### config.mk
export PLATFORM = sky130hd
export DESIGN_NAME = alu_mc
export DESIGN_NICKNAME = d
export VERILOG_FILES = /design/src/rtl/alu_pkg.sv /design/src/rtl/shift_add_mul.sv /design/src/rtl/alu_mc.sv
export SDC_FILE = /design/constraint.sdc
export NUM_CORES = 1
export LEC_CHECK = 0
export ABC_AREA = 1
export CAP_MARGIN = 15
export CORE_UTILIZATION = 40
export DETAILED_ROUTE_END_ITERATION = 8
export GPL_TIMING_DRIVEN = 0
export PLACE_DENSITY = 0.6
export SETUP_SLACK_MARGIN = 0.5
export SYNTH_ARGS = -nofsm -noshare
export SYNTH_HDL_FRONTEND = slang
export SYNTH_SLANG_ARGS = --single-unit
### constraint.sdc
create_clock -name CLK -period 2.4 [get_ports CLK]
set_input_delay 0.36 -clock CLK [delete_from_list [all_inputs] [get_ports CLK]]
set_output_delay 0.36 -clock CLK [all_outputs]
set_load 0.005 [all_outputs]
### src/rtl/alu_pkg.sv
// Shared opcode, state and sizing definitions for the multi-cycle ALU.
package alu_pkg;

    localparam logic [2:0] OP_FWD = 3'b000;
    localparam logic [2:0] OP_ADD = 3'b001;
    localparam logic [2:0] OP_AND = 3'b010;
    localparam logic [2:0] OP_OR  = 3'b011;
    localparam logic [2:0] OP_MUL = 3'b100;
    localparam logic [2:0] OP_SLL = 3'b101;
    localparam logic [2:0] OP_SRL = 3'b110;
    localparam logic [2:0] OP_SRA = 3'b111;

    typedef enum logic [1:0] {
        ST_IDLE,
        ST_MUL,
        ST_SHIFT
    } state_t;

    // One extra bit so a shift amount equal to WIDTH is representable.
    function automatic int unsigned shamt_width(input int unsigned width);
        return $clog2(width) + 1;
    endfunction

endpackage

### src/rtl/shift_add_mul.sv
// Shift-add multiplier datapath: one add-shift step per asserted step_i, low WIDTH bits kept.
module shift_add_mul #(
    parameter int unsigned WIDTH = 8
) (
    input  logic             CLK,
    input  logic             RESET,
    input  logic             load_i,
    input  logic             step_i,
    input  logic [WIDTH-1:0] a_i,
    input  logic [WIDTH-1:0] b_i,
    output logic [WIDTH-1:0] acc_d_o,
    output logic             last_o
);

    localparam int unsigned CNT_W = $clog2(WIDTH + 1);

    logic [WIDTH-1:0] acc_q;
    logic [WIDTH-1:0] mcand_q;
    logic [WIDTH-1:0] mplier_q;
    logic [CNT_W-1:0] cnt_q;
    logic [WIDTH-1:0] acc_d;

    // acc_d is the accumulator after the current step, so the final product is
    // available in the same cycle as the last step rather than one edge later.
    always_comb begin
        acc_d = acc_q + (mplier_q[0] ? mcand_q : '0);
    end

    assign acc_d_o = acc_d;
    assign last_o  = (cnt_q == CNT_W'(1));

    always_ff @(posedge CLK) begin
        if (RESET) begin
            acc_q    <= '0;
            mcand_q  <= '0;
            mplier_q <= '0;
            cnt_q    <= '0;
        end else if (load_i) begin
            acc_q    <= '0;
            mcand_q  <= a_i;
            mplier_q <= b_i;
            cnt_q    <= CNT_W'(WIDTH);
        end else if (step_i && (cnt_q != '0)) begin
            acc_q    <= acc_d;
            mcand_q  <= {mcand_q[WIDTH-2:0], 1'b0};
            mplier_q <= {1'b0, mplier_q[WIDTH-1:1]};
            cnt_q    <= cnt_q - CNT_W'(1);
        end
    end

endmodule

### src/rtl/alu_mc.sv
// Multi-cycle ALU: single-cycle logic/add ops, shift-add MULT and bit-serial shifts
// behind a START/BUSY/DONE handshake.
module alu_mc
    import alu_pkg::*;
#(
    parameter int unsigned WIDTH   = 8,
    parameter int unsigned SHAMT_W = shamt_width(WIDTH)
) (
    input  logic             CLK,
    input  logic             RESET,
    input  logic             START,
    input  logic [2:0]       SELECT,
    input  logic [WIDTH-1:0] DATA1,
    input  logic [WIDTH-1:0] DATA2,
    output logic [WIDTH-1:0] RESULT,
    output logic             ZERO,
    output logic             BUSY,
    output logic             DONE
);

    state_t             state_q;
    logic [WIDTH-1:0]   result_q;
    logic               done_q;
    logic               busy_q;
    logic [2:0]         op_q;
    logic [WIDTH-1:0]   sh_val_q;
    logic [SHAMT_W-1:0] sh_cnt_q;

    logic [SHAMT_W-1:0] shamt_raw;
    logic [SHAMT_W-1:0] shamt_d;
    logic [WIDTH-1:0]   sh_next;
    logic               mul_load;
    logic               mul_last;
    logic [WIDTH-1:0]   mul_prod;

    always_comb begin
        shamt_raw = DATA2[SHAMT_W-1:0];
        shamt_d   = (shamt_raw > SHAMT_W'(WIDTH)) ? SHAMT_W'(WIDTH) : shamt_raw;
        case (op_q)
            OP_SLL:  sh_next = {sh_val_q[WIDTH-2:0], 1'b0};
            OP_SRL:  sh_next = {1'b0, sh_val_q[WIDTH-1:1]};
            default: sh_next = {sh_val_q[WIDTH-1], sh_val_q[WIDTH-1:1]};
        endcase
    end

    assign mul_load = (state_q == ST_IDLE) && START && (SELECT == OP_MUL);

    shift_add_mul #(.WIDTH(WIDTH)) u_mul (
        .CLK     (CLK),
        .RESET   (RESET),
        .load_i  (mul_load),
        .step_i  (state_q == ST_MUL),
        .a_i     (DATA1),
        .b_i     (DATA2),
        .acc_d_o (mul_prod),
        .last_o  (mul_last)
    );

    always_ff @(posedge CLK) begin
        if (RESET) begin
            state_q  <= ST_IDLE;
            result_q <= '0;
            done_q   <= 1'b0;
            busy_q   <= 1'b0;
            op_q     <= OP_FWD;
            sh_val_q <= '0;
            sh_cnt_q <= '0;
        end else begin
            done_q <= 1'b0;
            case (state_q)
                ST_IDLE: begin
                    if (START) begin
                        op_q <= SELECT;
                        case (SELECT)
                            OP_FWD: begin result_q <= DATA2;         done_q <= 1'b1; end
                            OP_ADD: begin result_q <= DATA1 + DATA2; done_q <= 1'b1; end
                            OP_AND: begin result_q <= DATA1 & DATA2; done_q <= 1'b1; end
                            OP_OR:  begin result_q <= DATA1 | DATA2; done_q <= 1'b1; end
                            OP_MUL: begin
                                state_q <= ST_MUL;
                                busy_q  <= 1'b1;
                            end
                            default: begin
                                if (shamt_d == '0) begin
                                    result_q <= DATA1;
                                    done_q   <= 1'b1;
                                end else begin
                                    sh_val_q <= DATA1;
                                    sh_cnt_q <= shamt_d;
                                    state_q  <= ST_SHIFT;
                                    busy_q   <= 1'b1;
                                end
                            end
                        endcase
                    end
                end
                ST_MUL: begin
                    if (mul_last) begin
                        result_q <= mul_prod;
                        done_q   <= 1'b1;
                        busy_q   <= 1'b0;
                        state_q  <= ST_IDLE;
                    end
                end
                ST_SHIFT: begin
                    sh_val_q <= sh_next;
                    sh_cnt_q <= sh_cnt_q - SHAMT_W'(1);
                    if (sh_cnt_q == SHAMT_W'(1)) begin
                        result_q <= sh_next;
                        done_q   <= 1'b1;
                        busy_q   <= 1'b0;
                        state_q  <= ST_IDLE;
                    end
                end
                default: state_q <= ST_IDLE;
            endcase
        end
    end

    assign RESULT = result_q;
    assign ZERO   = (result_q == '0);
    assign BUSY   = busy_q;
    assign DONE   = done_q;

endmodule

---- Word-level counts from Yosys, hierarchy flattened ----
Cells that the tools add are included.
Widths: inputs -> output; s select.
word-level totals
  output and inout bits ................... 11
  bits of input ports ..................... 22
  flip-flop bits (word level) ............. 55
  logic and storage cells ................. 98
operators by class
  reductions and logical operators ........ 19
  magnitude comparators ................... 1
  multiplexer cells ....................... 41
  bitwise operators ....................... 2
  add/subtract/negate cells ............... 4
  eq/ne operators ......................... 19
operators by type and width
  operator             count
  $mux 8               12
  $pmux 8 s5           1
  $pmux 8 s2           2
  $mux 4               6
  $pmux 8 s3           1
  $add 8x8->8          2
  $ne 2x2->1 const B   7
  $reduce_and 6->1     2
  $eq 3x3->1 const B   3
  $and 8x8->8          1
  $eq 4x1->1 const B   2
  $logic_not 8->1      1
  $mux 1               8
  $mux 2               4
  $or 8x8->8           1
  $pmux 4 s2           1
  $sub 4x1->4 const B  2
  $eq 3x2->1 const B   2
  $ne 6x1->1 const B   1
  $pmux 1 s3           2
  $pmux 2 s3           1
  $reduce_and 5->1     1
  $reduce_or 5->1      1
  $gt 4x4->1 const B   1
  17 further kinds     21

---- Longest topological paths before layout ----
Gate-level depths: netlist of run 1.
  depth in word-level cells ............... 7
  depth in mapped cells ................... 16

---- By module ----
A second synthesis of run 1 with hierarchy kept.
unflattened totals
  cell total of the unflattened synthesis .. 599
  area total of the unflattened synthesis .. 3973.8 µm²
modules (own cells, without submodules)
  module         seq. area each (µm²)  instances  area each (µm²)  cells each
  alu_mc         540.5                 1          2272.2           354
  shift_add_mul  560.5                 1          1701.6           245

---- Worst setup path before layout of run 1 ----
Ideal clock, no wire load.
  kind .................................... register to register
  from .................................... register u_mul.mplier_q[0]
  to ...................................... register result_q[6], in the netlist RESULT[6]
  path buffers ............................ 1
  clock period less this slack ............ 1.989 ns
  data required time ...................... 2.291 ns
  slack ................................... 0.411 ns
  cell stages (with the launch flop) ...... 17
  arrival ................................. 1.880 ns
  path through ............................ dfxtp_1 > clkbuf_1 > nand2_1 > inv_1 > ha_1 > inv_1 > fa_1 > inv_1 > nand4_1 > nand3_1 > nand2_1 > nand3_1 > nand2_1 > nand2_1 > nand3_1 > nand2_1 > inv_1
on the way
  word-level cells in the longest chain between the ends .. 4
RTL lines
  what                    RTL line             text
  start, declared         shift_add_mul.sv:19  logic [WIDTH-1:0] mplier_q;
  start signal, assigned  shift_add_mul.sv:41  mplier_q <= b_i;
  start signal, assigned  shift_add_mul.sv:46  mplier_q <= {1'b0, mplier_q[WIDTH-1:1]};
  $mux 8                  shift_add_mul.sv:26  acc_d = acc_q + (mplier_q[0] ? mcand_q : '0);
  $add 8x8->8             shift_add_mul.sv:26
  $mux 8                  alu_mc.sv:98         if (mul_last) begin
  $pmux 8 s3              alu_mc.sv:70         case (state_q)
  end signal, assigned    alu_mc.sv:99         result_q <= mul_prod;
  end signal, assigned    alu_mc.sv:109        result_q <= sh_next;
  end, declared           alu_mc.sv:22         logic [WIDTH-1:0] result_q;
Every way passes these cells. The select of a mux whose other input is x is not followed.
A chain may end at the register's enable or synchronous reset.

---- Final worst setup path of run 1 ----
  from .................................... register u_mul.mplier_q[0]
  to ...................................... register result_q[7], in the netlist RESULT[7]
The elaborated chain is that of the path after synthesis.

==> results of run 1 <==
## critical path, cell delays in order, from the launching register on
cell and delay [ns]:
dfxtp_2 0.34, buf_8 0.12, buf_6 0.13, nand2_4 0.07
inv_1 0.04, ha_1 0.26, nand3_1 0.08, nand2_2 0.14
nand2_2 0.08, nand2_1 0.05, nand2_1 0.07, nand3_2 0.09
nand2_1 0.07, nand2_1 0.08, nand3_2 0.09, nand2_1 0.08
inv_1 0.03
## layer usage
metal | part of all wire | global-route usage | routed length, um
met5 | 0 | 0 | 0
met4 | 0.016 | 0.0624 | 185
met3 | 0.035 | 0.0262 | 407
met2 | 0.48 | 0.403 | 5500
met1 | 0.47 | 0.321 | 5480
## sequential cells by signal, summed over array words and instances, names as in the netlist, 2 cells and up
| name | count |
|---|---|
| u_mul.acc_q | 8 |
| u_mul.cnt_q | 4 |
| op_q | 3 |
| u_mul.mplier_q | 8 |
| RESULT | 8 |
| sh_val_q | 8 |
| state_q | 2 |
| u_mul.mcand_q | 8 |
| sh_cnt_q | 4 |
## final cells by class
class,instances,area [um^2]
inverters,98,373
clock inverters,3,27.5
fillers,967,4610
repair buffers,41,374
multi-input cells,432,2570
clock buffers,5,68.8
well taps,129,161
flip-flops and latches,55,1100
plain buffers,18,128
## where the power goes
| part | switching [uW] | total (uW) | internal, uW |
|---|---|---|---|
| clock network | 356 | 572 | 216 |
| registers | 57.7 | 1060 | 1000 |
| logic | 505 | 849 | 344 |
| total | 918 | 2480 | 1560 |
## cell usage after synthesis, types with 3 or more instances
cell      count
nand2_1     146
inv_1        83
a21oi_1      57
dfxtp_1      55
o21ai_0      43
nor2_1       39
ha_1         31
nand3_1      29
o21ai_1      25
inv_2        14
a31oi_1       8
o211ai_1      8
nand4_1       7
clkbuf_1      6
a211oi_1      5
buf_2         4
buf_4         4
buf_6         3
nand3_2       3
## worst max-delay path by stage
stage | start | end | cells after the start | slack [ns]
6_report | u_mul.mplier_q[0] | RESULT[7] | 16 | 0.50
4_1_cts | RESULT[0] | ZERO | 3 | 0.40
2_1_floorplan | u_mul.mplier_q[0] | RESULT[6] | 16 | 0.51
3_3_place_gp | DATA1[0] | RESULT[4] | 11 | -0.23
3_5_place_dp | DATA1[0] | RESULT[4] | 11 | -0.21
5_1_grt | u_mul.mplier_q[0] | RESULT[7] | 16 | 0.38
## what timing repair did
| item | CTS | global route |
|---|---|---|
| setup buffers | 4 | 6 |
| hold endpoints to repair | 0 | 0 |
| endpoints found under the setup margin | 19 | 44 |
| gates resized for setup | 51 | 31 |
| pin swaps | 15 | 12 |
## stage by stage
stage	area, um^2	setup WS (ns)	std cells	TNS (ns)	hold slack (ns)
after global routing	4800	0.383	781	0	0.404
after floorplan	3960	0.505	603	0	0.444
final	4800	0.498	781	0	0.378
after global placement	4430	-0.235	763	-0.920	0.456
after CTS	4670	0.403	775	0	0.454
after detailed placement	4430	-0.207	763	-0.833	0.470
## cells by family after synthesis
logic type                 synth area share
adders and majority gates             0.108
and+or+nand+nor                       0.268
buffers and inverters                 0.122
DFF                                   0.278
xor gates and xnor gates            0.00665
AOI/OAI and AO/OA                     0.216
==> results by stage, run 1 <==
Layout:
- The library cell used most frequently in the layout, excluding fill and tap cells, is nand2_1.
- Of the cells placed in the final design, the portion with a size suffix greater than 1 is 0.163.
- The share of the core filled with cells is 0.510.
- In the layout the commonest cells are nand2_1 (138), inv_1 (78), a21oi_1 (54).
- The synthesis-to-layout area growth is 21.5%.
- The antenna diode count is 0.
- The number of nets in the finished design is 706.

Placed design:
- The weighted congestion reported at the end of routability-driven placement is between 0.8 and 0.9.
- The half-perimeter wire length after placement is between 8000 and 9000 um.
- During placement, the flow inserted port buffers numbering 31.

Run:
- Max-cap violations in this run came to 0.

Worst setup path:
- The capture instance of the worst register-to-register path is RESULT[7].
- STA classifies the critical path endpoint as a flip-flop.
- The cell depth of the worst flop-to-flop path is 16.
- The worst setup path is launched from a flip-flop.
- The required time at the endpoint of the critical path is between 2 and 3 ns.
- In this run the worst path has a maximum fanout of 6.
- For the worst setup path, the data arrival time is 2.14 ns.
- The minimum setup slack among reg-to-reg paths is 0.50 ns.
- The worst setup path is of the reg2reg kind.
- The source of the worst register-to-register timing path is u_mul.mplier_q[0].

Global route:
- The number of antenna violations at the first check in global routing is 0.
- The maximum number of pins on one net before global-route repair is 20.
- In the global route stage, overall resource usage came out at 0.238.
- The final global-route overflow total is 0.
- The first-pass GRT wire length is 18900 um.
- The via count of the first global-routing pass is ~3800.

Synthesis:
- The area fraction of the dominant cell type after synthesis is 0.278.
- The synthesized design contains 55 register bits.
- The synthesized design contains 0 enable-type register cells.
- Of the synthesized area, sequential elements account for 0.278.
- The total nets after synthesis is 658.
- The area of the mapped netlist is 3950 um^2.
- The post-synthesis async set-or-reset flop share is 0.
- The mean instance size in the synthesized netlist is between 6 and 7 um^2.
- The synthesized design spends more area on one cell type than any other, namely dfxtp_1.
- The netlist uses 43 different library cells.
- For this run, the number of Yosys warnings is 0.
- For this run, the leading register cell type out of synthesis is dfxtp_1.
- Yosys attributes the largest share of cell area to dfxtp_1 (28%), nand2_1 (14%), ha_1 (9.8%).
- The synthesized instance count is 603.

Detailed routing:
- The wire length per cell after detailed routing is 14.8 um.
- The number of iterations in the first detailed-routing pass is 5.
- The detail route stage leaves a number of antenna-violating nets equal to 0.
- The wire length after detailed routing is between 10000 and 15000 um.
- The vias per cell is 5.24.
- The number of design-rule violations left by the first detailed-router iteration is roughly 220.
- In the routed design, unresolved DRC markers number 0.
- The final route contains 4094 vias.

STA:
- Setup violations remaining at the end of the flow were counted as 0.
- The worst slew margin relative to its limit is 0.605.
- The slew at the pin closest to its max-slew limit is 0.593 ns.
- After layout, the minimum clock period comes to approximately 1.9 ns.
- Dividing the final minimum period by the clock period gives 0.792.
- For the final database, setup skew stands at between 0.01 and 0.015 ns.
- Setup repair after global routing could not meet its margin everywhere.
- The number of pins exceeding their max-slew limit in the final report came to 0.
- The top achievable clock speed is 526 MHz.
- The number of failing hold endpoints at the final stage is 0.

Worst hold path:
- For hold timing, the worst endpoint is u_mul.mplier_q[5].
- The path category of the worst min-delay check is in2reg.
- The worst hold path begins at DATA2[5].
- Counting instances, the worst hold path has a depth of 3.

Floorplanning:
- The initial cell density of the core is 0.420.
- The number of placement rows is 35.
- The overall die width is 101 um.
- The I/O pin count is 33.
- The die footprint is 10300 um^2.
- After floorplanning, the core was sized to cover 9420 um^2.
- In this run the vertical extent of the chip is 101 um.

Clock tree:
- The H-tree level count is 2.
- The number of clock buffers inserted by TritonCTS is 5.
- The maximum count of clock buffers along a single path is 2.
- After clock tree synthesis, the clock-pin slew on the worst setup and hold paths is 0.12 ns.
- TritonCTS built the clock tree.
- The clock latency on the worst-skew pair is 0.32 ns.
- The tree built by TritonCTS fans out to 55 sinks.
- The number of hold buffers added after cts is 0.
- The clock tree root driver cell is clkbuf_8.

Run status:
- The flow ran to the end, and the final reports show no timing, DRC or antenna violations.

Power and ir drop:
- The post-layout total power is 2480 uW.
- The total power per unit cell area is 516 nW/um^2.
- The worst-case IR drop observed on VDD is roughly 0.33 mV.
- The analysis attributes to cell leakage a power of 0.00223 uW.
Power figures use the tool's default switching activity.
==> run 2, diff against run 1 <==
Clock period 2.4 ns to 1.95 ns, I/O delays scaled along.
==> run 2 against run 1 <==
  * First-iteration DRC count increased by 27%
  * Sequential power increased by 25%
  * Combinational power increased by 70%
  * Final cell count increased by 6.4%
  * Maximum frequency decreased by 1.9%
  * Sequential cell count unchanged
  * Global-route usage increased by 2.3 points
  * Register-to-register slack got worse by 0.49 ns
  * Sequential share of layout area decreased by 4.0 points
  * Clock skew decreased by 0.0070 ns
  * Clock power increased by 18%
  * Routed wire length increased by 18%
  * Critical endpoint is now RESULT[6]
  * Largest power group is now combinational cells
==> results by stage, run 2 (synthesized netlist as in run 1, its figures left out) <==
Layout:
- The multi-input combinational cells in the finished layout cover a total of roughly 3000 um^2.
- The fraction of layout cells with a size suffix above 1 is 0.390.
- Fill cells in the final layout number 845.
- The library cell used most frequently in the layout, excluding fill and tap cells, is nand2_1.
- The final non-filler cell area is approximately 5900 um^2.
- For this run, the post-layout net count is 756.
- The antenna diode count is 0.
- Across the whole layout, storage elements account for 1130 um^2.
- The library cells used most frequently in the layout, excluding fill and tap cells, are nand2_1 (124), inv_1 (65), dfxtp_1 (39).
- Once layout is complete, the cells apart from fillers number 831.
- Relative to the synthesized area, the layout overhead comes to 50.1%.

STA:
- In this run the tightest slew margin relative to its limit is 0.736.
- Across all hold checks on the routed design, the worst slack comes to 0.331 ns.
- Setup repair after global routing could not meet its margin everywhere.
- Between clock sinks in the finished design, the worst skew comes to 0.00690 ns.
- The ratio of final minimum period to clock period is 0.994.
- Setup violations remaining at the end of the flow were counted as 0.
- Based on the critical path, the design can be clocked at up to 516 MHz.
- The number of failing hold endpoints at the final stage is 0.
- The number of pins exceeding their max-slew limit in the final report was 0.
- After layout, the minimum clock period comes to between 1.5 and 2 ns.
- The slew at the pin closest to its max-slew limit is 0.395 ns.

Clock tree:
- Buffers inserted during clock tree synthesis total 5.
- The number of sinks handled by clock tree synthesis is 55.
- The H-tree level count is 2.
- TritonCTS built the clock tree.
- The number of hold buffers added after cts is 0.
- After clock tree synthesis, the clock-pin slew on the worst setup and hold paths is roughly 0.11 ns.
- The root buffer cell chosen for the clock tree is clkbuf_8.
- The clock latency on the worst-skew pair is 0.31 ns.
- The maximum count of clock buffers along a single path is 2.

Detailed routing:
- The first routing iteration left 281 violations.
- The wire length after detailed routing is 13700 um.
- The detailed router placed 4423 vias in this run.
- In this run the remaining antenna-violating nets after routing total 0.
- In the routed layout, each cell is associated on average with a via count of 5.32.
- Before antenna repair, the detailed router went through 5 iterations.
- Dividing the detail-routed wire length by the instance count gives 16.4 um.
- After detailed routing, the number of remaining DRC violations is 0.

Worst setup path:
- For the worst setup path, the data required time is 2.18 ns.
- The endpoint type of the worst setup path is a flip-flop.
- The buffers plus inverters on the worst setup path is 5.
- Along the worst path, the maximum fanout reaches 4.
- For this run, the slowest stage of the critical path takes 0.35 ns.
- The slowest stage of the critical path is the dfxtp_2 cell.
- The worst setup path is launched from a flip-flop.
- In this run the worst setup path begins at u_mul.mplier_q[0].
- In this run the critical register-to-register path is launched from u_mul.mplier_q[0].
- Walking the worst path, the cells encountered are buf_8 -> nand2_4 -> inv_2 -> ha_4 -> inv_2 -> fa_2 -> inv_2 -> nand4_1 -> nand3_1 -> nand2_2 -> nand3_2 -> nand2_1 -> nand2_1 -> nand3_2 -> nand2_1 -> inv_1.
- The start-to-end type of the worst setup path is reg2reg.
- The arrival time of the worst setup path is 2.16 ns.
- The kind of cell adding the most delay to the critical path is simple AND/OR/NAND/NOR gates.

Placed design:
- The half-perimeter wire length after placement is 9150 um.
- The number of placed instances, taps included, is 763.
- Routability-driven placement finished with a final weighted congestion of 0.914.
- The placed instance area is approximately 4500 um^2.
- The count of buffers from port buffering is 31.

Global route:
- Summed over all layers, the global routing overflow is 0.
- Entering global routing, the biggest net connects 18 pins.
- The first-pass GRT wire length is between 20000 and 25000 um.
- The number of antenna violations at the first check in global routing came to 0.
- The via count of the first global-routing pass is 4195.
- The total global-route track usage is 0.261.

Worst hold path:
- The worst hold path begins at DATA2[2].
- The path category of the worst min-delay check is in2reg.

Floorplanning:
- In this run the horizontal extent of the chip is approximately 100 um.
- The initial utilization of the core area, before any placement, comes to 0.420.
- The floorplan step defined a die boundary enclosing 10300 um^2.
- During I/O placement, the number of pins put on the boundary was 33.
- The die extent in y is 101 um.
- The region available for standard cell placement spans approximately 9400 um^2.
- The number of placement rows is 35.

Power and ir drop:
- The analysis attributes to cell leakage a power of about 0.0027 uW.
- The largest voltage drop on the vdd net is roughly 0.39 mV.
- In this run the power density over the cells is 581 nW/um^2.

Run status:
- The flow ran to the end, and the final reports show no timing, DRC or antenna violations.

Run:
- The max-cap violation count is 0.
[run 2: repair_timing]
| item | 4_1_cts | 5_1_grt |
|---|---|---|
| setup endpoints to repair | 63 | 57 |
| cloned | 3 | 2 |
| gates resized for setup | 150 | 145 |
| pin swaps | 38 | 38 |
| setup buffers | 37 | 18 |
[run 2: worst paths after layout]
check / to / slack, ns / cells after the start
hold reg to reg: op_q[0] / 0.49 / 2
setup / recovery: RESULT[6] / 0.01 / 16
setup reg to reg: RESULT[6] / 0.01 / 16
hold / removal: u_mul.mplier_q[2] / 0.33 / 3
[run 2: worst register-to-register path: cells and delay by family, from the launching register on]
| family | cells | cell delay, ns |
|---|---|---|
| simple gates | 9 | 0.71 |
| buf+inv | 5 | 0.33 |
| fa+ha+maj | 2 | 0.47 |
| flops | 1 | 0.35 |
[run 2: where the power goes]
part           internal, uW  switching, uW
Clock                   255            417
Combinational           627            813
Sequential             1250           88.8
Total                  2130           1320
[run 2: cell type report]
class                   count  area share
well taps                 129      0.0272
clock buffers               5      0.0116
inverters                  98      0.0687
plain buffers              18      0.0333
multi-input cells         432       0.516
clock inverters             3     0.00316
flip-flops and latches     55       0.190
repair buffers             91       0.150
[run 2: stage by stage]
| step | utilization | setup slack, ns | setup TNS, ns | power [uW] |
|---|---|---|---|---|
| final | 0.630 | 0.0109 | 0 | 3450 |
| after global routing | 0.630 | -0.145 | -0.503 | 3640 |
| after CTS | 0.559 | 0.00917 | 0 | 3180 |
| after detailed placement | 0.480 | -0.664 | -6.51 | 2310 |
| after global placement | 0.480 | -0.586 | -5.81 | 2300 |
| after floorplan | - | 0.196 | 0 | 1940 |
[run 2: layer usage]
layer	track usage	part of all wire	vias to the layer above	routed length, um
met4	0.0914	0.027	0	371
met5	0	0	-	0
met2	0.447	0.49	123	6630
li1	-	-	2176	-
met1	0.341	0.45	2100	6110
met3	0.0276	0.040	24	540
==> run 3, diff against run 2 <==
Settings changed: CORE_UTILIZATION 40 to 59, PLACE_DENSITY 0.6 to 0.82.
==> run 3 against run 2 <==
  * The flow now finishes with violations (negative setup slack)
  * Sequential cell count unchanged
  * Non-clock buffer count shrank 32
  * First-iteration DRC count grew 42%
  * Die area decreased by 32%
  * Sequential power barely moved
  * Utilization up 16 points
  * Largest power group is now registers
  * Global-route usage grew 8.6 points
  * Setup slack got worse by 0.052 ns
  * Final cell count down 10%
==> results by stage, run 3 (synthesized netlist as in run 1, its figures left out) <==
Clock tree:
- In this run the number of H-tree levels came out at 2.
- The number of clock buffers added by TritonCTS is 5.
- After clock tree synthesis, the clock-pin slew on the worst setup and hold paths is 0.11 ns.
- The clock tree root driver cell is clkbuf_8.
- The number of sinks handled by clock tree synthesis is 55.
- The TritonCTS clock tree is yes.
- The clock latency on the worst-skew pair is 0.31 ns.
- The maximum count of clock buffers along a single path is 2.
- For this design, the CTS-stage hold fixing added 0 buffers.

Global route:
- The number of antenna violations at the first check in global routing is 0.
- The final global-route overflow total is 0.
- The first-pass GRT wire length is 19600 um.
- Entering global routing, the biggest net connects 18 pins.
- The total global-route track usage is 0.347.
- The via count of the first global-routing pass was 4276.

STA:
- Summed over all failing endpoints, the final setup total negative slack is -0.145 ns.
- The slew at the pin closest to its max-slew limit is 0.336 ns.
- The clock period minus final worst setup slack is approximately 2.0 ns.
- In the finished design, the share of the clock period the worst path needs comes to 1.02.
- In this run the tightest slew margin relative to its limit is 0.774.
- The number of failing hold endpoints at the final stage was 0.
- Setup repair after global routing could not meet its margin everywhere.
- The final hold slack is 0.304 ns.
- Setup violations remaining at the end of the flow were counted as 5.
- The top achievable clock speed is 502 MHz.
- For the final database, setup skew stands at 0.0100 ns.
- The post-layout worst setup margin is -0.0408 ns.
- The number of pins exceeding their max-slew limit in the final report was 0.

Detailed routing:
- Summed over all layers, the routed wires come to 12500 um.
- The number of design-rule violations left by the first detailed-router iteration is ~400.
- After detailed routing, the number of vias per cell comes to 5.99.
- In the final routed layout, each cell accounts on average for 16.7 um.
- The number of iterations in the first detailed-routing pass is 7.
- Once detail routing completed, the nets flagged for antenna violations numbered 0.
- Summing over every cut layer, the via total after detailed routing is 4471.
- After detailed routing, the number of remaining DRC violations is 0.

Power and ir drop:
- The largest voltage drop on the vdd net is 0.558 mV.
- In this run the static leakage power is around 0.0025 uW.
- The total power per unit cell area is 615 nW/um^2.

Layout:
- The most frequent standard cell in the layout excluding fill and tap cells is nand2_1.
- The number of nets in the finished design is 724.
- The synthesis-to-layout area growth is 28.9%.
- The share of the core filled with cells is 0.793.
- The fraction of layout cells with a size suffix above 1 is 0.267.
- The total of fill cells in the finished design is approximately 470.
- Leaving out fill and tap cells, the most frequent cells in the layout are nand2_1 (131), inv_1 (68), a21oi_1 (49).
- The finished layout holds between 700 and 800 standard cells, fillers aside.
- The antenna diode count is 0.

Floorplanning:
- The core region area is 6420 um^2.
- From left edge to right edge, the die measures 83.9 um.
- For this configuration, the core starts out at a cell density of 0.616.
- The number of placement rows is 29.
- The die extent in y is 83.9 um.
- The die footprint is 7030 um^2.
- The I/O pin count is 33.

Placed design:
- OpenSTA, run right after detailed placement, puts the worst setup slack at -0.556 ns.
- Detailed placement ended at an HPWL of roughly 9000 um.
- The weighted congestion reported at the end of routability-driven placement is 0.950.
- The count of buffers added on input and output ports is 31.
- The cell total after placement is 711.

Worst setup path:
- At the worst endpoint, the arrival time is 2.19 ns.
- The critical path startpoint category is a flip-flop.
- STA classifies the critical path endpoint as a flip-flop.
- The critical path is of the reg2reg type.
- The required time at the endpoint of the critical path is 2.15 ns.
- In this run the worst path has a maximum fanout of 4.

Run:
- The tool flagged a number of max-cap violations equal to 0.

Worst hold path:
- The min-delay analysis places its worst path in the category in2reg.

Run status:
- The final reports fail on negative setup slack.
- The flow ran to the end, but the final reports show violations.
run 3: changes by cell type in the layout (fill, tap and decap cells not counted), moves of 7 or more:
cell     delta
a21oi_1    +21
a21oi_2    -17
buf_4       -9
buf_6      -15
nand2_1     +7
o21ai_0    +11
o21ai_1    +15
o21ai_2    -24
run 3: report_power, final:
group / switching (uW) / internal [uW] / total (uW)
Combinational: 688 / 463 / 1150
Sequential: 83.1 / 1240 / 1330
Clock: 401 / 255 / 655
run 3: final timing paths:
kind	start	slack, ns	cells after the start	endpoint
min	DATA2[0]	0.30	3	u_mul.mplier_q[0]
min reg2reg	op_q[0]	0.49	2	op_q[0]
max	u_mul.mplier_q[0]	-0.04	13	RESULT[2]
max reg2reg	u_mul.mplier_q[0]	-0.04	13	RESULT[2]
run 3: final cells by class:
| cell class | count | area, um^2 | area share |
|---|---|---|---|
| tap | 77 | 96.3 | 0.0189 |
| clock inverter | 3 | 18.8 | 0.00368 |
| inverter | 98 | 385 | 0.0756 |
| multi-input combinational | 432 | 2730 | 0.536 |
| sequential | 55 | 1120 | 0.220 |
| clock buffer | 5 | 68.8 | 0.0135 |
| buffer | 18 | 160 | 0.0314 |
| timing repair buffer | 59 | 515 | 0.101 |
run 3: metal layers:
layer / vias up / wire length, um / part of all wire / GRT usage
li1: 2122 / - / - / -
met1: 2064 / 5080 / 0.41 / 0.421
met2: 222 / 5930 / 0.47 / 0.589
met3: 63 / 918 / 0.073 / 0.0544
met4: 0 / 577 / 0.046 / 0.190
met5: - / 0 / 0 / 0
run 3: metrics by stage:
stage	instance area [um^2]	total power, uW
CTS	4840	3040
global route	5100	3280
detailed placement	4450	2300
floorplan	4050	1940
global placement	4450	2270
finish	5100	3130
run 3: repair_timing:
| action | 4_1_cts | 5_1_grt |
|---|---|---|
| pin swaps | 21 | 34 |
| resized for setup | 82 | 79 |
| endpoints found under the setup margin | 63 | 58 |
| buffers inserted | 17 | 9 |
| gates cloned | 1 | 1 |
run 3: critical path, cell delays in order (launching register included):
cell	delay (ns)
dfxtp_2	0.35
buf_8	0.11
nand2_4	0.05
inv_4	0.06
ha_4	0.13
inv_2	0.04
fa_2	0.35
buf_4	0.15
buf_6	0.11
xnor2_2	0.13
inv_1	0.09
nor2_1	0.05
o21ai_1	0.17
a31oi_1	0.10
==> variant (settings of run 2) <==
`WIDTH` is set to 8 in 2 places; all go to 16.
--- a/src/rtl/shift_add_mul.sv
+++ b/src/rtl/shift_add_mul.sv
@@ -1,6 +1,6 @@
 // Shift-add multiplier datapath: one add-shift step per asserted step_i, low WIDTH bits kept.
 module shift_add_mul #(
-    parameter int unsigned WIDTH = 8
+    parameter int unsigned WIDTH = 16
 ) (
     input  logic             CLK,
     input  logic             RESET,
--- a/src/rtl/alu_mc.sv
+++ b/src/rtl/alu_mc.sv
@@ -3,7 +3,7 @@
 module alu_mc
     import alu_pkg::*;
 #(
-    parameter int unsigned WIDTH   = 8,
+    parameter int unsigned WIDTH   = 16,
     parameter int unsigned SHAMT_W = shamt_width(WIDTH)
 ) (
     input  logic             CLK,
Ports: changed (resized DATA1, DATA2 and RESULT); port bits go from 33 to 57. No check against the original RTL was run, so the function may have changed too.
==> variant against run 2 <==
The flow now finishes with violations (setup timing). Count of clock-buffer cells in the layout is 5 higher. Global-route usage is 1.5 points higher. Core utilization shrank 9.4 points. Synthesized area up 88%. Cell area increased by 63%. Critical path type unchanged. Critical path depth is the same. Sequential cell count grew 42. Wire length up 97%. Worst setup slack lost 0.33 ns. Final cell count up 83%. Largest cell class unchanged. Sequential share of layout area increased by 1.1 points. Total power up 130%. Fmax shrank 15%.
==> variant: results (changes against run 2) <==
Outcome
  • Failing checks: setup timing
  • Status: complete, but fails checks (was finished, final reports clean)

Yosys
  • Seq/Total Area, Yosys: 0.261 (was 0.278)
  • Synth cell count leaders: nand2_1, inv_1, a21oi_1 (unchanged)
  • Post-synthesis compound-gate area fraction: 0.204 (was 0.216)
  • Synth Area in Adders: 0.0996 (was 0.108)
  • Synth Area in XOR/XNOR: 0.0118 (was 0.00665)
  • Mapped Nets: 1297 (was 658)
  • Synth area leaders: dfxtp_1, nand2_1, ha_1 (unchanged)
  • Cells after synthesis: 1201 (was 603)
  • Synth cell types: 42 (was 43)

Clock tree
  • Clock latency at the later pin of the worst-skew pair: 0.36 ns (was 0.31 ns)
  • Clock Tree Root: clkbuf_16 (was clkbuf_8)
  • Register clock-pin slew on the reported worst setup and hold paths: 0.08 ns (was 0.11 ns)
  • Max Buffers Root-to-Sink: 2 (unchanged)
  • Htree depth: 3 (was 2)
  • Clock buffer count from CTS: 9 (was 5)

GRT
  • Largest net degree at the start of global routing: 19 (was 18)
  • Met2 track utilization from global routing: 0.459 (was 0.447)
  • First-pass GRT wire length: 41200 µm (was 20700 µm)
  • Total track usage: 0.276 (was 0.261)
  • Met3 usage: 0.0346 (was 0.0276)
  • Vias in the first global route: 7487 (was 4195)
  • Grt met1 use: 0.367 (was 0.341)

Drt
  • Routed Antenna Nets: 0 (unchanged)
  • DR pass1 iterations: 5 (unchanged)
  • Routed met1 length: 12000 µm (was 6110 µm)
  • Vias/cell: 5.40 (was 5.32)
  • Wire length on met2: 12600 µm (was 6630 µm)
  • Final WL: 26800 µm (was 13700 µm)
  • 1st-iter DRT viols: 627 (was 281)
  • WL met3: 1470 µm (was 540 µm)
  • Vias: 8202 (was 4423)

Layout
  • Share of layout cells above drive strength 1: 0.201 (was 0.390)
  • # nets final: 1382 (was 756)

Power
  • Pleak: 0.00456 µW (was 0.00267 µW)
  • Worst VDD drop: 0.000490 V (was 0.000386 V)

Placed design
  • Placer Congestion: 0.938 (was 0.914)
  • Post-place instance area: 0.00859 mm² (was 0.00452 mm²)
  • Dpl cells: 1486 (was 763)
  • IO Port Bufs: 56 (was 31)
  • Pre-CTS setup slack: -0.814 ns (was -0.664 ns)
  • HPWL Detailed: 20900 µm (was 9150 µm)

STA
  • Final setup violating endpoints: 29 (was 0)
  • Hold WS: 0.449 ns (was 0.331 ns)
  • Final setup margin: -0.324 ns (was 0.0109 ns)
  • Worst Clk Skew: 0.00983 ns (was 0.00690 ns)
  • Worst-margin pin slew: 0.635 ns (was 0.395 ns)
  • Setup TNS: -4.35 ns (was 0 ns)

Worst hold path
  • HP Class: register to register (was primary input to register)

Worst setup path
  • Critical Path AT: 2.58 ns (was 2.16 ns)
  • Crit Path Max Fanout: 8 (was 4)
-- variant: changes by cell type in the layout (fill, tap and decap cells not counted), moves of 24 or more --
cell                    run 2  this run
a21oi_1                    28        96
clkdlybuf4s50_1             7        37
dfxtp_1                    39        90
inv_1                      65       161
nand2_1                   124       292
nand3_1                    21        57
o211ai_1                    8        32
o21ai_0                    17        42
o21ai_2                    28         3
-- variant: final timing paths --
path | startpoint | endpoint | cells past startpoint
worst max register to register | u_mul.mplier_q[0] | RESULT[6] | 16
worst min-delay path | BUSY | BUSY | 2
worst max-delay path | u_mul.mplier_q[0] | RESULT[6] | 16
worst min register to register | BUSY | BUSY | 2
-- variant: where the power goes --
part           total [µW]  internal, µW  switching [µW]
sequential           2650          2360             283
combinational        3590          1400            2190
clock                1820           930             886
total                8060          4690            3360
-- variant: layout make-up --
type | count | area [µm²]
fill | 1845 | 8390
multi-input combinational | 861 | 5410
sequential | 97 | 1950
inverter | 195 | 754
timing repair buffer | 74 | 683
buffer | 48 | 322
tap | 229 | 287
clock buffer | 10 | 239
clock inverter | 6 | 53.8
-- variant: worst max-delay path, cell delays in order, from the launching register on --
cell       delay (ns)
dfxtp_2          0.32
buf_8            0.12
clkbuf_16        0.16
nand2_8          0.06
inv_4            0.03
ha_4             0.15
fa_2             0.34
nand3_2          0.09
nand3_4          0.09
nand2_2          0.10
nand2_4          0.08
xor2_4           0.17
o21ai_2          0.17
nand2_1          0.11
nand3_2          0.11
nand2_1          0.05
inv_1            0.04
-- variant: what timing repair did --
| action | in CTS | in global routing |
|---|---|---|
| endpoints found under the setup margin | 113 | 109 |
| gates resized for setup | 112 | 100 |
| setup buffers | 14 | 4 |
| pin swaps | 23 | 34 |
